**config.mk**
```make
export PLATFORM = sky130hd
export DESIGN_NAME = prn_code_gen_flat
export DESIGN_NICKNAME = d
export VERILOG_FILES = /design/src/rtl/prn_code_pkg.sv /design/src/rtl/prn_code_gen_if.sv /design/src/rtl/prn_rise_det.sv /design/src/rtl/prn_code_gen.sv /design/src/flat_wrapper.sv
export SDC_FILE = /design/constraint.sdc
export NUM_CORES = 1
export LEC_CHECK = 0
export CORE_ASPECT_RATIO = 1.25
export CORE_MARGIN = 3
export CORE_UTILIZATION = 55
export CTS_CLUSTER_SIZE = 28
export DETAILED_ROUTE_END_ITERATION = 6
export HOLD_SLACK_MARGIN = 0.12
export PLACE_DENSITY = 0.78
export SYNTH_ARGS = -nofsm -noshare
export SYNTH_HDL_FRONTEND = slang
export SYNTH_HIERARCHICAL = 1
export SYNTH_SLANG_ARGS = --single-unit
```
**constraint.sdc**
```tcl
create_clock -name in_clock -period 6.5 [get_ports in_clock]
set_clock_uncertainty 0.2 [all_clocks]
set_input_delay 1.3 -clock in_clock [delete_from_list [all_inputs] [get_ports in_clock]]
set_output_delay 1.3 -clock in_clock [all_outputs]
set_load 0.05 [all_outputs]
```
**src/rtl/prn_code_pkg.sv**
```systemverilog
`timescale 1ns/1ps
// prn_code_pkg: code lengths, LFSR widths, seeds, feedback masks and the
// ICD G2 phase-select tap table shared by the PRN generator files.
package prn_code_pkg;

    localparam int unsigned GPS_LEN = 1023;
    localparam int unsigned GLO_LEN = 511;
    localparam int unsigned GPS_W   = 10;
    localparam int unsigned GLO_W   = 9;

    localparam logic [GPS_W-1:0] GPS_SEED = '1;
    localparam logic [GLO_W-1:0] GLO_SEED = '1;
    localparam logic [GPS_W-1:0] GPS_LAST = 10'(GPS_LEN - 1);
    localparam logic [GLO_W-1:0] GLO_LAST = 9'(GLO_LEN - 1);

    // Bit i holds LFSR stage i+1; masks select the feedback stages.
    localparam logic [GPS_W-1:0] G1_FB_MASK  = 10'b10_0000_0100;
    localparam logic [GPS_W-1:0] G2_FB_MASK  = 10'b11_1010_0110;
    localparam logic [GLO_W-1:0] GLO_FB_MASK = 9'b1_0001_0000;
    localparam int unsigned      GLO_CHIP_BIT = 6;

    localparam logic [5:0] PRN_MAX = 6'd32;

    typedef struct packed {
        logic [3:0] s1;
        logic [3:0] s2;
    } tap_pair_t;

    // Entry n holds the G2 stage pair for PRN n+1.
    localparam tap_pair_t G2_TAPS [32] = '{
        8'h26, 8'h37, 8'h48, 8'h59, 8'h19, 8'h2A, 8'h18, 8'h29,
        8'h3A, 8'h23, 8'h34, 8'h56, 8'h67, 8'h78, 8'h89, 8'h9A,
        8'h14, 8'h25, 8'h36, 8'h47, 8'h58, 8'h69, 8'h13, 8'h46,
        8'h57, 8'h68, 8'h79, 8'h8A, 8'h16, 8'h27, 8'h38, 8'h49
    };

    function automatic logic gps_chip(input logic [GPS_W-1:0] g1,
                                      input logic [GPS_W-1:0] g2,
                                      input logic [4:0]       tap_sel);
        tap_pair_t tp;
        tp = G2_TAPS[tap_sel];
        return g1[GPS_W-1] ^ g2[tp.s1 - 4'd1] ^ g2[tp.s2 - 4'd1];
    endfunction

endpackage

```
**src/rtl/prn_code_gen_if.sv**
```systemverilog
`timescale 1ns/1ps
// prn_code_gen_if: chip-clock, PRN-load and code-output signals of prn_code_gen.
interface prn_code_gen_if;
    import prn_code_pkg::*;

    logic             in_clock_GLONASS;
    logic             in_clock_GPS;
    logic [5:0]       in_prn;
    logic             in_prn_load;
    logic             out_chip_GPS;
    logic             out_chip_GLONASS;
    logic [GPS_W-1:0] out_idx_GPS;
    logic [GLO_W-1:0] out_idx_GLONASS;
    logic             out_epoch_GPS;
    logic             out_epoch_GLONASS;
    logic             out_prn_err;

    modport master (
        output in_clock_GLONASS, in_clock_GPS, in_prn, in_prn_load,
        input  out_chip_GPS, out_chip_GLONASS, out_idx_GPS, out_idx_GLONASS,
               out_epoch_GPS, out_epoch_GLONASS, out_prn_err
    );

    modport slave (
        input  in_clock_GLONASS, in_clock_GPS, in_prn, in_prn_load,
        output out_chip_GPS, out_chip_GLONASS, out_idx_GPS, out_idx_GLONASS,
               out_epoch_GPS, out_epoch_GLONASS, out_prn_err
    );

endinterface

```
**src/rtl/prn_rise_det.sv**
```systemverilog
`timescale 1ns/1ps
// prn_rise_det: samples a divided chip clock as data and emits a registered
// one-cycle strobe for each 0->1 transition.
module prn_rise_det (
    input  logic clk_i,
    input  logic rst_i,
    input  logic raw_i,
    output logic rise_o
);

    logic samp_q;
    logic rise_q;

    always_ff @(posedge clk_i) begin
        if (rst_i) begin
            samp_q <= 1'b0;
            rise_q <= 1'b0;
        end else begin
            samp_q <= raw_i;
            rise_q <= raw_i & ~samp_q;
        end
    end

    assign rise_o = rise_q;

endmodule

```
**src/rtl/prn_code_gen.sv**
```systemverilog
`timescale 1ns/1ps
// prn_code_gen: GPS C/A Gold-code generator with PRN load, plus an optional
// GLONASS ranging-code LFSR built only when PRN_GLONASS_EN is defined.
module prn_code_gen #(
    parameter logic [5:0] PRN_DEFAULT = 6'd1,
    parameter logic [8:0] GLO_INIT    = 9'h1FF
) (
    input  logic          in_clock,
    input  logic          in_reset,
    prn_code_gen_if.slave bus
);
    import prn_code_pkg::*;

    logic             gps_adv;
    logic             load_ok;
    logic [GPS_W-1:0] g1_q, g1_d, g2_q, g2_d;
    logic [GPS_W-1:0] gidx_q, gidx_d;
    logic [4:0]       tap_q, tap_d;
    logic             gchip_q, gchip_d;
    logic             gep_q, gep_d;
    logic             err_q, err_d;

    prn_rise_det u_gps_det (
        .clk_i  (in_clock),
        .rst_i  (in_reset),
        .raw_i  (bus.in_clock_GPS),
        .rise_o (gps_adv)
    );

    // A valid load overrides a same-cycle advance; a rejected load does not.
    always_comb begin
        g1_d    = g1_q;
        g2_d    = g2_q;
        gidx_d  = gidx_q;
        tap_d   = tap_q;
        gep_d   = 1'b0;
        err_d   = 1'b0;
        load_ok = bus.in_prn_load && (bus.in_prn != '0) && (bus.in_prn <= PRN_MAX);
        if (load_ok) begin
            tap_d  = bus.in_prn[4:0] - 5'd1;
            g1_d   = GPS_SEED;
            g2_d   = GPS_SEED;
            gidx_d = '0;
        end else begin
            err_d = bus.in_prn_load;
            if (gps_adv) begin
                if (gidx_q == GPS_LAST) begin
                    g1_d   = GPS_SEED;
                    g2_d   = GPS_SEED;
                    gidx_d = '0;
                    gep_d  = 1'b1;
                end else begin
                    g1_d   = {g1_q[GPS_W-2:0], ^(g1_q & G1_FB_MASK)};
                    g2_d   = {g2_q[GPS_W-2:0], ^(g2_q & G2_FB_MASK)};
                    gidx_d = gidx_q + 10'd1;
                end
            end
        end
        gchip_d = gps_chip(g1_d, g2_d, tap_d);
    end

    always_ff @(posedge in_clock) begin
        if (in_reset) begin
            g1_q    <= GPS_SEED;
            g2_q    <= GPS_SEED;
            gidx_q  <= '0;
            tap_q   <= PRN_DEFAULT[4:0] - 5'd1;
            gchip_q <= gps_chip(GPS_SEED, GPS_SEED, PRN_DEFAULT[4:0] - 5'd1);
            gep_q   <= 1'b0;
            err_q   <= 1'b0;
        end else begin
            g1_q    <= g1_d;
            g2_q    <= g2_d;
            gidx_q  <= gidx_d;
            tap_q   <= tap_d;
            gchip_q <= gchip_d;
            gep_q   <= gep_d;
            err_q   <= err_d;
        end
    end

    assign bus.out_chip_GPS  = gchip_q;
    assign bus.out_idx_GPS   = gidx_q;
    assign bus.out_epoch_GPS = gep_q;
    assign bus.out_prn_err   = err_q;

`ifdef PRN_GLONASS_EN
    logic             glo_adv;
    logic [GLO_W-1:0] glo_q, glo_d;
    logic [GLO_W-1:0] lidx_q, lidx_d;
    logic             lchip_q, lchip_d;
    logic             lep_q, lep_d;

    prn_rise_det u_glo_det (
        .clk_i  (in_clock),
        .rst_i  (in_reset),
        .raw_i  (bus.in_clock_GLONASS),
        .rise_o (glo_adv)
    );

    always_comb begin
        glo_d  = glo_q;
        lidx_d = lidx_q;
        lep_d  = 1'b0;
        if (glo_adv) begin
            if (lidx_q == GLO_LAST) begin
                glo_d  = GLO_INIT;
                lidx_d = '0;
                lep_d  = 1'b1;
            end else begin
                glo_d  = {glo_q[GLO_W-2:0], ^(glo_q & GLO_FB_MASK)};
                lidx_d = lidx_q + 9'd1;
            end
        end
        lchip_d = glo_d[GLO_CHIP_BIT];
    end

    always_ff @(posedge in_clock) begin
        if (in_reset) begin
            glo_q   <= GLO_INIT;
            lidx_q  <= '0;
            lchip_q <= GLO_INIT[GLO_CHIP_BIT];
            lep_q   <= 1'b0;
        end else begin
            glo_q   <= glo_d;
            lidx_q  <= lidx_d;
            lchip_q <= lchip_d;
            lep_q   <= lep_d;
        end
    end

    assign bus.out_chip_GLONASS  = lchip_q;
    assign bus.out_idx_GLONASS   = lidx_q;
    assign bus.out_epoch_GLONASS = lep_q;
`else
    assign bus.out_chip_GLONASS  = 1'b0;
    assign bus.out_idx_GLONASS   = '0;
    assign bus.out_epoch_GLONASS = 1'b0;
`endif

endmodule

```
**src/flat_wrapper.sv**
```systemverilog
// flat-port wrapper written by rule: the top's interface ports become plain ports
module prn_code_gen_flat import prn_code_pkg::*;
#(
    parameter logic [5:0] PRN_DEFAULT = 6'd1,
    parameter logic [8:0] GLO_INIT    = 9'h1FF
)
  (in_clock, in_reset, bus_in_clock_GLONASS, bus_in_clock_GPS, bus_in_prn, bus_in_prn_load, bus_out_chip_GPS, bus_out_chip_GLONASS, bus_out_idx_GPS, bus_out_idx_GLONASS, bus_out_epoch_GPS, bus_out_epoch_GLONASS, bus_out_prn_err);
  prn_code_gen_if bus_i ();
  input  logic in_clock;
  input  logic in_reset;
  input wire logic [$bits(bus_i.in_clock_GLONASS)-1:0] bus_in_clock_GLONASS;
  input wire logic [$bits(bus_i.in_clock_GPS)-1:0] bus_in_clock_GPS;
  input wire logic [$bits(bus_i.in_prn)-1:0] bus_in_prn;
  input wire logic [$bits(bus_i.in_prn_load)-1:0] bus_in_prn_load;
  output wire logic [$bits(bus_i.out_chip_GPS)-1:0] bus_out_chip_GPS;
  output wire logic [$bits(bus_i.out_chip_GLONASS)-1:0] bus_out_chip_GLONASS;
  output wire logic [$bits(bus_i.out_idx_GPS)-1:0] bus_out_idx_GPS;
  output wire logic [$bits(bus_i.out_idx_GLONASS)-1:0] bus_out_idx_GLONASS;
  output wire logic [$bits(bus_i.out_epoch_GPS)-1:0] bus_out_epoch_GPS;
  output wire logic [$bits(bus_i.out_epoch_GLONASS)-1:0] bus_out_epoch_GLONASS;
  output wire logic [$bits(bus_i.out_prn_err)-1:0] bus_out_prn_err;
  assign bus_i.in_clock_GLONASS = bus_in_clock_GLONASS;
  assign bus_i.in_clock_GPS = bus_in_clock_GPS;
  assign bus_i.in_prn = bus_in_prn;
  assign bus_i.in_prn_load = bus_in_prn_load;
  assign bus_out_chip_GPS = bus_i.out_chip_GPS;
  assign bus_out_chip_GLONASS = bus_i.out_chip_GLONASS;
  assign bus_out_idx_GPS = bus_i.out_idx_GPS;
  assign bus_out_idx_GLONASS = bus_i.out_idx_GLONASS;
  assign bus_out_epoch_GPS = bus_i.out_epoch_GPS;
  assign bus_out_epoch_GLONASS = bus_i.out_epoch_GLONASS;
  assign bus_out_prn_err = bus_i.out_prn_err;
  prn_code_gen #(.PRN_DEFAULT(PRN_DEFAULT), .GLO_INIT(GLO_INIT)) u_core (.in_clock(in_clock), .in_reset(in_reset), .bus(bus_i));
endmodule
```
# After elaboration in Yosys (flattened, before gate mapping)
# Memories as Yosys holds them, arrays and structs flattened.
# Index checks and enable logic that the tools add are counted.
# totals
ff_bits	40
elab_cells	48
rom_bits	256
inputBits	11
mem_count	1
latch_bits	0
ram_bits	0
# mem_list
name	depth	word_bits	read_ports	rd_ports_with_merged_regs	wr	line	text
(name not given)	32	8	1	0	0	prn_code_pkg.sv:41	tp = G2_TAPS[tap_sel];
# classes
eq_ne	1
magnitude_cmp	4
addsub	4
bitwise_logic	6
mux	15
shift	0
reduce_logical	7
div_mod_pow	0
mul	0
# ops
cell	count
$mux 10	7
$reduce_xor 10->1	2
$mux 8	2
$add 10x1->10 const B	1
$eq 10x10->1 const B	1
$lt 4x5->1 const B	2
$bmux 1 s4	2
$sub 4x1->4 const B	2
$ge 6x6->1 const B	1
$le 6x6->1 const B	1
$not 5->6	1
$reduce_bool 6->1	1
$mux 5	1
$sub 5x1->5 const B	1
$mux 1	3
$reduce_or 3->1	1
$logic_and 1x1->1	2
$not 1->1	2
$reduce_or 2->1	1
$xor 1x1->1	2
$and 1x1->1	1

# Longest topological paths before layout
# Gate-level depths: netlist of the first run.
# logic_depth
depth_word	13
ltp_mapped	24
mapped_depth_nobuf	22

# By module
# The synthesis of the first run kept the hierarchy.
# by_module_without_submodules
module	area_each_um2	n_inst	seq_area_each_um2	cells_per_inst
prn_code_gen	3164.3	1	760.7	380
prn_rise_det	58.8	1	40.0	4

# Worst setup path after synthesis of the first run
# No wires, ideal clock.
# synth_path
kind	input port to flip-flop
start	in bus_in_prn[0]
end	reg u_core.gchip_q (netlist: u_core/bus.out_chip_GPS)
arrival_ns	5.408
path_buffers	1
slack_ns	0.820
cell_stages	22
path_cell_list	clkbuf_1 -> inv_1 -> ha_1 -> nor4b_4 -> mux2_4 -> mux2i_1 -> inv_1 -> ha_1 -> inv_1 -> o211a_1 -> o21ai_0 -> o31ai_1 -> nand3_2 -> inv_2 -> ha_1 -> nor3b_1 -> nand4_1 -> o211ai_1 -> o211ai_1 -> mux2_1 -> nand4_1 -> mux2i_1
# synth_via
elab_chain_cells	13
elab_cells_between_ends	20
# synth_lines
element	line	text
start: declaration	flat_wrapper.sv:13	input wire logic [$bits(bus_i.in_prn)-1:0] bus_in_prn;
branches (longest 12 deep; another with $mem_v2 32x8)	-	
$xor 1x1->1 *	prn_code_pkg.sv:42	return g1[GPS_W-1] ^ g2[tp.s1 - 4'd1] ^ g2[tp.s2 - 4'd1];
end signal: assignment	prn_code_gen.sv:68	gchip_q <= gps_chip(GPS_SEED, GPS_SEED, PRN_DEFAULT[4:0] - 5'd1);
end signal: assignment	prn_code_gen.sv:76	gchip_q <= gchip_d;
end: declaration	prn_code_gen.sv:19	logic gchip_q, gchip_d;
# Mark *: on every way between the ends. The select of a mux whose other input is x is not followed.
# A chain may end at the register's enable or synchronous reset.

# Final worst setup path of the first run
# Ends and elaborated chain as after synthesis.

==> results by group, run 1 <==
Synthesis
  – Syn avg cell area: 8.39 µm²
  – Dominant synthesized flop cell: dfxtp_1
  – Syn Inst Count: around 380
  – Yosys top cell by area: dfxtp_1
  – FF+latch count, synth: 40
  – Synth Area in Compound Gates: 17.0%
  – Post-Synth XOR/XNOR Area: 6.37%
  – Most common cell in the netlist: nand2_1
  – Post-Synth Simple-Gate Area: between 20 and 25%
  – Area contributors post-synth: dfxtp_1 (25%), mux2i_1 (11%), nand2_1 (5.8%)
  – Post-Synth Adder-Cell Area: 4.66%
  – Cell variety after synth: slightly above 70
  – Post-synth top cells: nand2_1 (50), dfxtp_1 (40), mux2i_1 (34)
  – Top cell type's share of synthesized area: 24.8%
  – FFs w/ async S/R, synth: 0%
  – Mux share of post-synthesis cell area: 16.0%
  – Largest family of logic cells by synthesized area: simple AND/OR/NAND/NOR gates
  – Post-synth EDFFs: 0
  – Ys Warns: 6
  – Mapped cell area: 3220 µm²
  – Sequential element share of the synthesized area: 24.8%

Worst hold path
  – Hold Path End: u_core/u_gps_det/rise_o$_SDFF_PP0_
  – Hold Crit Start: u_core/u_gps_det/samp_q$_SDFF_PP0_
  – Worst Hold Class: reg2reg
  – Hold Path Depth: 1

Clock network
  – Count of hold-fix buffers inserted at cts: 0
  – Clk buf depth: 2
  – CTS resizes: 0
  – Clk pin slew, worst setup/hold paths: about 70 ps
  – H-tree depth: 2
  – Root buf cell: clkbuf_8
  – Clock latency on the worst-skew pair: ~280 ps
  – CTS tree: built
  – TritonCTS buffer count: 5
  – Clk sinks: 40
  – Post-CTS setup buffer count: 0

Global routing
  – Initial antenna violation count: 0
  – Number of global-route vias before repair: 2704
  – Largest net degree at the start of global routing: 35
  – Total track usage: 22.1%
  – Grt total ovfl: 0
  – First-pass GRT wire length: 12.2 mm

Timing
  – Setup TNS: 0 ps
  – Setup Viol. Count Final: 0
  – Tmin final: approximately 6000 ps
  – Worst slew margin: between 50% and 60%
  – Fmax: 168 MHz
  – Slew Limit Fails: 0
  – Worst slew pin tran: 656 ps
  – Period utilisation layout: 91.7%
  – Hold Violations, Final: 0
  – Post-route setup slack: between 500 and 600 ps
  – RSZ-0062 raised after global routing: no

Critical path
  – Kind of critical path: in2reg
  – CP Buf/Inv Count: 4
  – Reg2Reg Launch Point: u_core/tap_q[1]$_SDFF_PP0_
  – Delay-heaviest family, CP: compound AO/OA/AOI/OAI gates
  – R2R depth: 17
  – Crit path arrival time: 5980 ps
  – Worst path max stage delay: 420 ps
  – Critical path, cell by cell: clkdlybuf4s50_1 > inv_1 > ha_1 > nor4b_4 > mux2i_2 > nand2_1 > o21ai_1 > inv_1 > ha_1 > o22ai_1 > o31ai_1 > o31ai_1 > nand3_2 > inv_2 > ha_1 > nor3b_1 > nand4_1 > o211ai_1 > o211ai_1 > mux2_1 > nand4_1 > mux2i_1
  – CP most frequent cell: ha_1
  – Worst reg2reg endpoint: u_core/bus.out_chip_GPS$_SDFF_PP1_
  – Critical Path Start Type: input pin
  – Required @ worst endpoint: between 6000 and 7000 ps
  – Crit-path slowest cell: clkdlybuf4s50_1
  – CP Capture Type: register
  – Worst R2R Setup Slack: 2450 ps
  – CP max FO: 5

Power and ir drop
  – VDD IR max: 208 µV
  – P_leak: 1.40 nW
  – Total Power: just under 0.7 mW
  – PD cells: between 150 and 200 nW/µm²

Die
  – Die area: 6820 µm²
  – Die H: 91.6 µm
  – Core Region: 5560 µm²
  – I/O Pins: 35
  – Die width: 74.5 µm
  – Initial Util: 58.0%
  – # rows: 30

Detailed routing
  – WL final: slightly above 7 mm
  – DRT Pass-1 Iters: 4
  – Drt via density: 5.99
  – DRC: 0
  – Vias: 2793
  – WL/cell: roughly 16 µm
  – Routed Antenna Nets: 0
  – Initial drt markers: 171

Place
  – Post-DP Area: 3450 µm²
  – Routability congestion estimate: 0.907
  – Placed wire-length estimate: between 5 and 6 mm
  – Port bufs: 22
  – Pre-CTS WS: 217 ps

Final layout
  – Nets@finish: 424
  – Layout cells sized above 1: 10.2%
  – Layout area overhead: 9.78%
  – Final instance area: about 3500 µm²
  – Antenna cells: 0

Status
  – Status: finished clean

Run
  – Max Cap Viol: 0
[routing by layer]
layer	track usage, %	vias up	part of all wire, %
li1	-	1409	-
met1	26.7	1280	42
met2	37.1	78	50
met3	3.54	26	3.3
met4	10.7	0	3.8
met5	0	-	0
[logic make-up after synthesis]
family / count (synthesis)
AOI/OAI and AO/OA: 73
xor gates and xnor gates: 21
adders and majority gates: 12
buffers and inverters: 47
DFF: 40
muxes: 46
other: 1
and+or+nand+nor: 144
[through the flow]
step                hold WS [ps]  util [%]  cells
floorplan                    187         -    394
global placement             202      62.1    458
detailed placement           203      62.1    458
CTS                          215      63.7    466
global route                 230      63.7    466
finish                       214      63.7    466
[registers in the layout (all words and copies together) (netlist names)]
register and flops:
u_core/bus.out_idx_GPS 10, u_core/g1_q 10, u_core/g2_q 10, u_core/tap_q 5, u_core/bus.out_chip_GPS 1, u_core/bus.out_epoch_GPS 1
u_core/bus.out_prn_err 1, u_core/u_gps_det/rise_o 1, u_core/u_gps_det/samp_q 1
[cell usage in the layout (no fill, tap or decap), types with 3 or more instances in the layout]
master,n
o31ai_1,4
a21oi_1,8
and3_1,9
nor2b_1,4
mux4_2,3
nand2_1,50
inv_1,13
nor3b_1,5
a211oi_1,5
mux2_2,6
nand2b_1,3
nand3b_1,3
mux2i_1,33
o22ai_1,11
nand4_1,8
dfxtp_1,40
xor2_1,12
o21ai_1,5
clkbuf_8,6
o21ai_0,9
conb_1,11
o22a_1,3
ha_1,12
buf_4,11
and2_1,4
o211ai_1,3
clkdlybuf4s50_1,22
xnor2_1,7
nor3_1,6
nand3_1,9
nor2_1,26
[how the worst max path moves through the flow]
stage	startpoint	endpoint	slack (ps)	depth (start not counted)
6_report	bus_in_prn[0]	u_core/bus.out_chip_GPS$_SDFF_PP1_	540	22
3_5_place_dp	bus_in_prn[0]	u_core/bus.out_chip_GPS$_SDFF_PP1_	220	22
5_1_grt	bus_in_prn[0]	u_core/bus.out_chip_GPS$_SDFF_PP1_	140	22
4_1_cts	bus_in_prn[0]	u_core/bus.out_chip_GPS$_SDFF_PP1_	510	22
2_1_floorplan	bus_in_prn[0]	u_core/bus.out_chip_GPS$_SDFF_PP1_	820	22
3_3_place_gp	bus_in_prn[0]	u_core/bus.out_chip_GPS$_SDFF_PP1_	320	22
[power breakdown]
part           internal, mW  total, mW  switching (mW)
sequential            0.251      0.259         0.00747
clock                0.0865      0.164          0.0774
combinational         0.101      0.252           0.151
total                 0.439      0.675           0.236
[cell type report]
type | count | area [µm²]
Multi-Input combinational cell | 307 | 2210
Inverter | 14 | 52.6
Clock buffer | 8 | 90.1
Tap cell | 64 | 80.1
Timing Repair Buffer | 33 | 303
Sequential cell | 40 | 801
Fill cell | 495 | 2020
[worst register-to-register path: cells and delay by family, from the launching register on]
family	cells	cell delay [ps]
compound gates	6	1110
simple gates	5	780
fa+ha+maj	2	580
flops	1	520
mux	2	470
buf+inv	2	330
Power figures use the tool's default switching activity.
==> run 2: changes to the inputs <==
==> constraint.sdc (replaced) <==
create_clock -name in_clock -period 6.5 [get_ports in_clock]
set_clock_uncertainty 0.2 [all_clocks]
set_input_delay 0.975 -clock in_clock [delete_from_list [all_inputs] [get_ports in_clock]]
set_output_delay 0.975 -clock in_clock [all_outputs]
set_load 0.05 [all_outputs]
==> results by group, run 2 (synthesized netlist as in run 1, its figures left out) <==
Status
  – Status: finished clean

Final layout
  – Nets@finish: 422 (-0.47%)
  – Fillers: 506 (+2.2%)
  – Most common cell after layout, fill and taps aside: nand2_1
  – Layout cells sized above 1: 10.0% (-0.17 points)
  – Layout area overhead: 9.51%
  – Antenna cells: 0 (unchanged)
  – Commonest cells after routing, fill and taps aside: nand2_1 (50), dfxtp_1 (40), mux2i_1 (33), nor2_1 (26), clkdlybuf4s50_1 (22)
  – Final std cells w/o fill: 463 (-0.64%)

Run
  – Max Cap Viol: 0 (unchanged)

Detailed routing
  – Drt via density: 6.00 (+0.14%)
  – WL/cell: 15.3 µm (-1.3%)
  – Routed Antenna Nets: 0 (unchanged)
  – WL final: 7.10 mm (-1.9%)
  – Initial drt markers: 182 (+6.4%)
  – Vias: 2779 (-0.50%)
  – DRT Pass-1 Iters: 4 (unchanged)
  – DRC: 0 (unchanged)

Critical path
  – Worst path max stage delay: 620 ps (+200 ps)
  – Crit-path slowest cell: clkdlybuf4s50_1
  – CP Capture Type: register
  – Reg2Reg Launch Point: u_core/tap_q[1]$_SDFF_PP0_
  – Required @ worst endpoint: 6520 ps (about the same)
  – Critical Path Start Type: input pin
  – Kind of critical path: in2reg
  – Worst reg2reg endpoint: u_core/bus.out_chip_GPS$_SDFF_PP1_
  – CP max FO: 9 (+4)
  – Critical path, cell by cell: clkdlybuf4s50_1 > nor4b_4 > mux2i_2 > nand2_1 > o21ai_1 > inv_1 > ha_1 > o22ai_1 > o31ai_1 > o31ai_1 > nand3_2 > inv_2 > ha_1 > nor3b_1 > nand4_1 > o211ai_1 > o211ai_1 > mux2_1 > nand4_1 > mux2i_1
  – Worst R2R Setup Slack: 2350 ps (-100 ps)
  – R2R depth: 17 (unchanged)
  – Crit path arrival time: 5790 ps (-190 ps)

Worst hold path
  – Hold Path End: u_core/u_gps_det/rise_o$_SDFF_PP0_
  – Hold Crit Start: u_core/u_gps_det/samp_q$_SDFF_PP0_
  – Hold Path Depth: 1 (unchanged)
  – Worst Hold Class: reg2reg

Clock network
  – Clk pin slew, worst setup/hold paths: 80 ps (about the same)
  – CTS resizes: 0 (unchanged)
  – Clock latency on the worst-skew pair: 290 ps (about the same)
  – CTS tree: built
  – Post-CTS setup buffer count: 0 (unchanged)
  – H-tree depth: 2 (unchanged)
  – Root buf cell: clkbuf_8
  – Count of hold-fix buffers inserted at cts: 0 (unchanged)
  – Clk buf depth: 2 (unchanged)
  – Clk sinks: 40 (unchanged)
  – TritonCTS buffer count: 5 (unchanged)

Die
  – # rows: 30 (unchanged)
  – I/O Pins: 35 (unchanged)
  – Core Region: 5560 µm² (unchanged)
  – Initial Util: 58.0% (unchanged)
  – Die area: 6820 µm² (unchanged)
  – Die H: 91.6 µm (unchanged)
  – Die width: 74.5 µm (unchanged)

Timing
  – Hold Violations, Final: 0 (unchanged)
  – Worst slew pin tran: 676 ps (+19.9 ps)
  – Setup TNS: 0 ps (unchanged)
  – Slew Limit Fails: 0 (unchanged)
  – Period utilisation layout: 88.7% (-3.0 points)
  – RSZ-0062 raised after global routing: no
  – Worst slew margin: 54.6% (-1.3 points)
  – Final hold slack: 215 ps (+1.17 ps)
  – Post-route setup slack: 734 ps (+195 ps)
  – Tmin final: 5770 ps (-195 ps)
  – Setup Viol. Count Final: 0 (unchanged)
  – Fmax: 173 MHz (+3.4%)

Power and ir drop
  – VDD IR max: 159 µV (-24%)
  – P_leak: 1.40 nW (-0.37%)
  – PD cells: 193 nW/µm² (+1.0%)

Global routing
  – First-pass GRT wire length: 12.1 mm (-0.80%)
  – Initial antenna violation count: 0 (unchanged)
  – Number of global-route vias before repair: 2676 (-1.0%)
  – Grt total ovfl: 0 (unchanged)
  – Largest net degree at the start of global routing: 35 (unchanged)
  – Total track usage: 21.8% (-0.34 points)

Place
  – Post-Place Cells: 456 (-0.44%)
  – Routability congestion estimate: 0.911 (+0.35%)
  – Pre-CTS WS: 455 ps (+238 ps)
  – Placed wire-length estimate: 5.29 mm (-0.93%)
  – Port bufs: 22 (unchanged)
## run 2: through the flow
stage | power, mW | cell area, µm² | util (%)
after global routing | 0.715 | 3530 | 63.5
final | 0.680 | 3530 | 63.5
after detailed placement | 0.507 | 3430 | 61.8
after floorplan | 0.463 | 3260 | -
after global placement | 0.503 | 3430 | 61.8
after CTS | 0.685 | 3530 | 63.5
## run 2: critical path, delay by kind of cell
kind            cells  cell delay (ps)
simple gates        6             1200
mux                 3              860
buf+inv             3              950
compound gates      6             1170
fa+ha+maj           2              610
## run 2: report_power, final
part	total [mW]	switching, mW	leakage [nW]	internal (mW)
sequential	0.259	0.00754	0.325	0.251
combinational	0.246	0.150	1.02	0.0962
clock	0.175	0.0805	0.0503	0.0945
## run 2: worst max-delay path by stage
stage / cells past startpoint / slack (ps) / end / startpoint
after floorplan: 22 / 1150 / u_core/bus.out_chip_GPS$_SDFF_PP1_ / bus_in_prn[0]
after global placement: 20 / 630 / u_core/bus.out_chip_GPS$_SDFF_PP1_ / bus_in_prn[4]
after detailed placement: 20 / 450 / u_core/bus.out_chip_GPS$_SDFF_PP1_ / bus_in_prn[4]
after CTS: 20 / 750 / u_core/bus.out_chip_GPS$_SDFF_PP1_ / bus_in_prn[4]
after global routing: 22 / 410 / u_core/bus.out_chip_GPS$_SDFF_PP1_ / bus_in_prn[0]
final: 20 / 730 / u_core/bus.out_chip_GPS$_SDFF_PP1_ / bus_in_prn[4]
## run 2: area by class of cell
cell class | count | area (µm²) | area share, %
timing repair buffer | 31 | 288 | 8.15
multi-input combinational | 307 | 2210 | 62.7
inverter | 14 | 52.6 | 1.49
sequential | 40 | 801 | 22.7
clock buffer | 7 | 96.3 | 2.73
tap | 64 | 80.1 | 2.27
## run 2: metal layers
| metal | track usage, % | share of wire [%] | routed length [µm] |
|---|---|---|---|
| met5 | 0 | 0 | 0 |
| met3 | 3.32 | 3.6 | 259 |
| met2 | 34.9 | 51 | 3590 |
| met4 | 10.5 | 2.6 | 185 |
| met1 | 27.9 | 43 | 3060 |
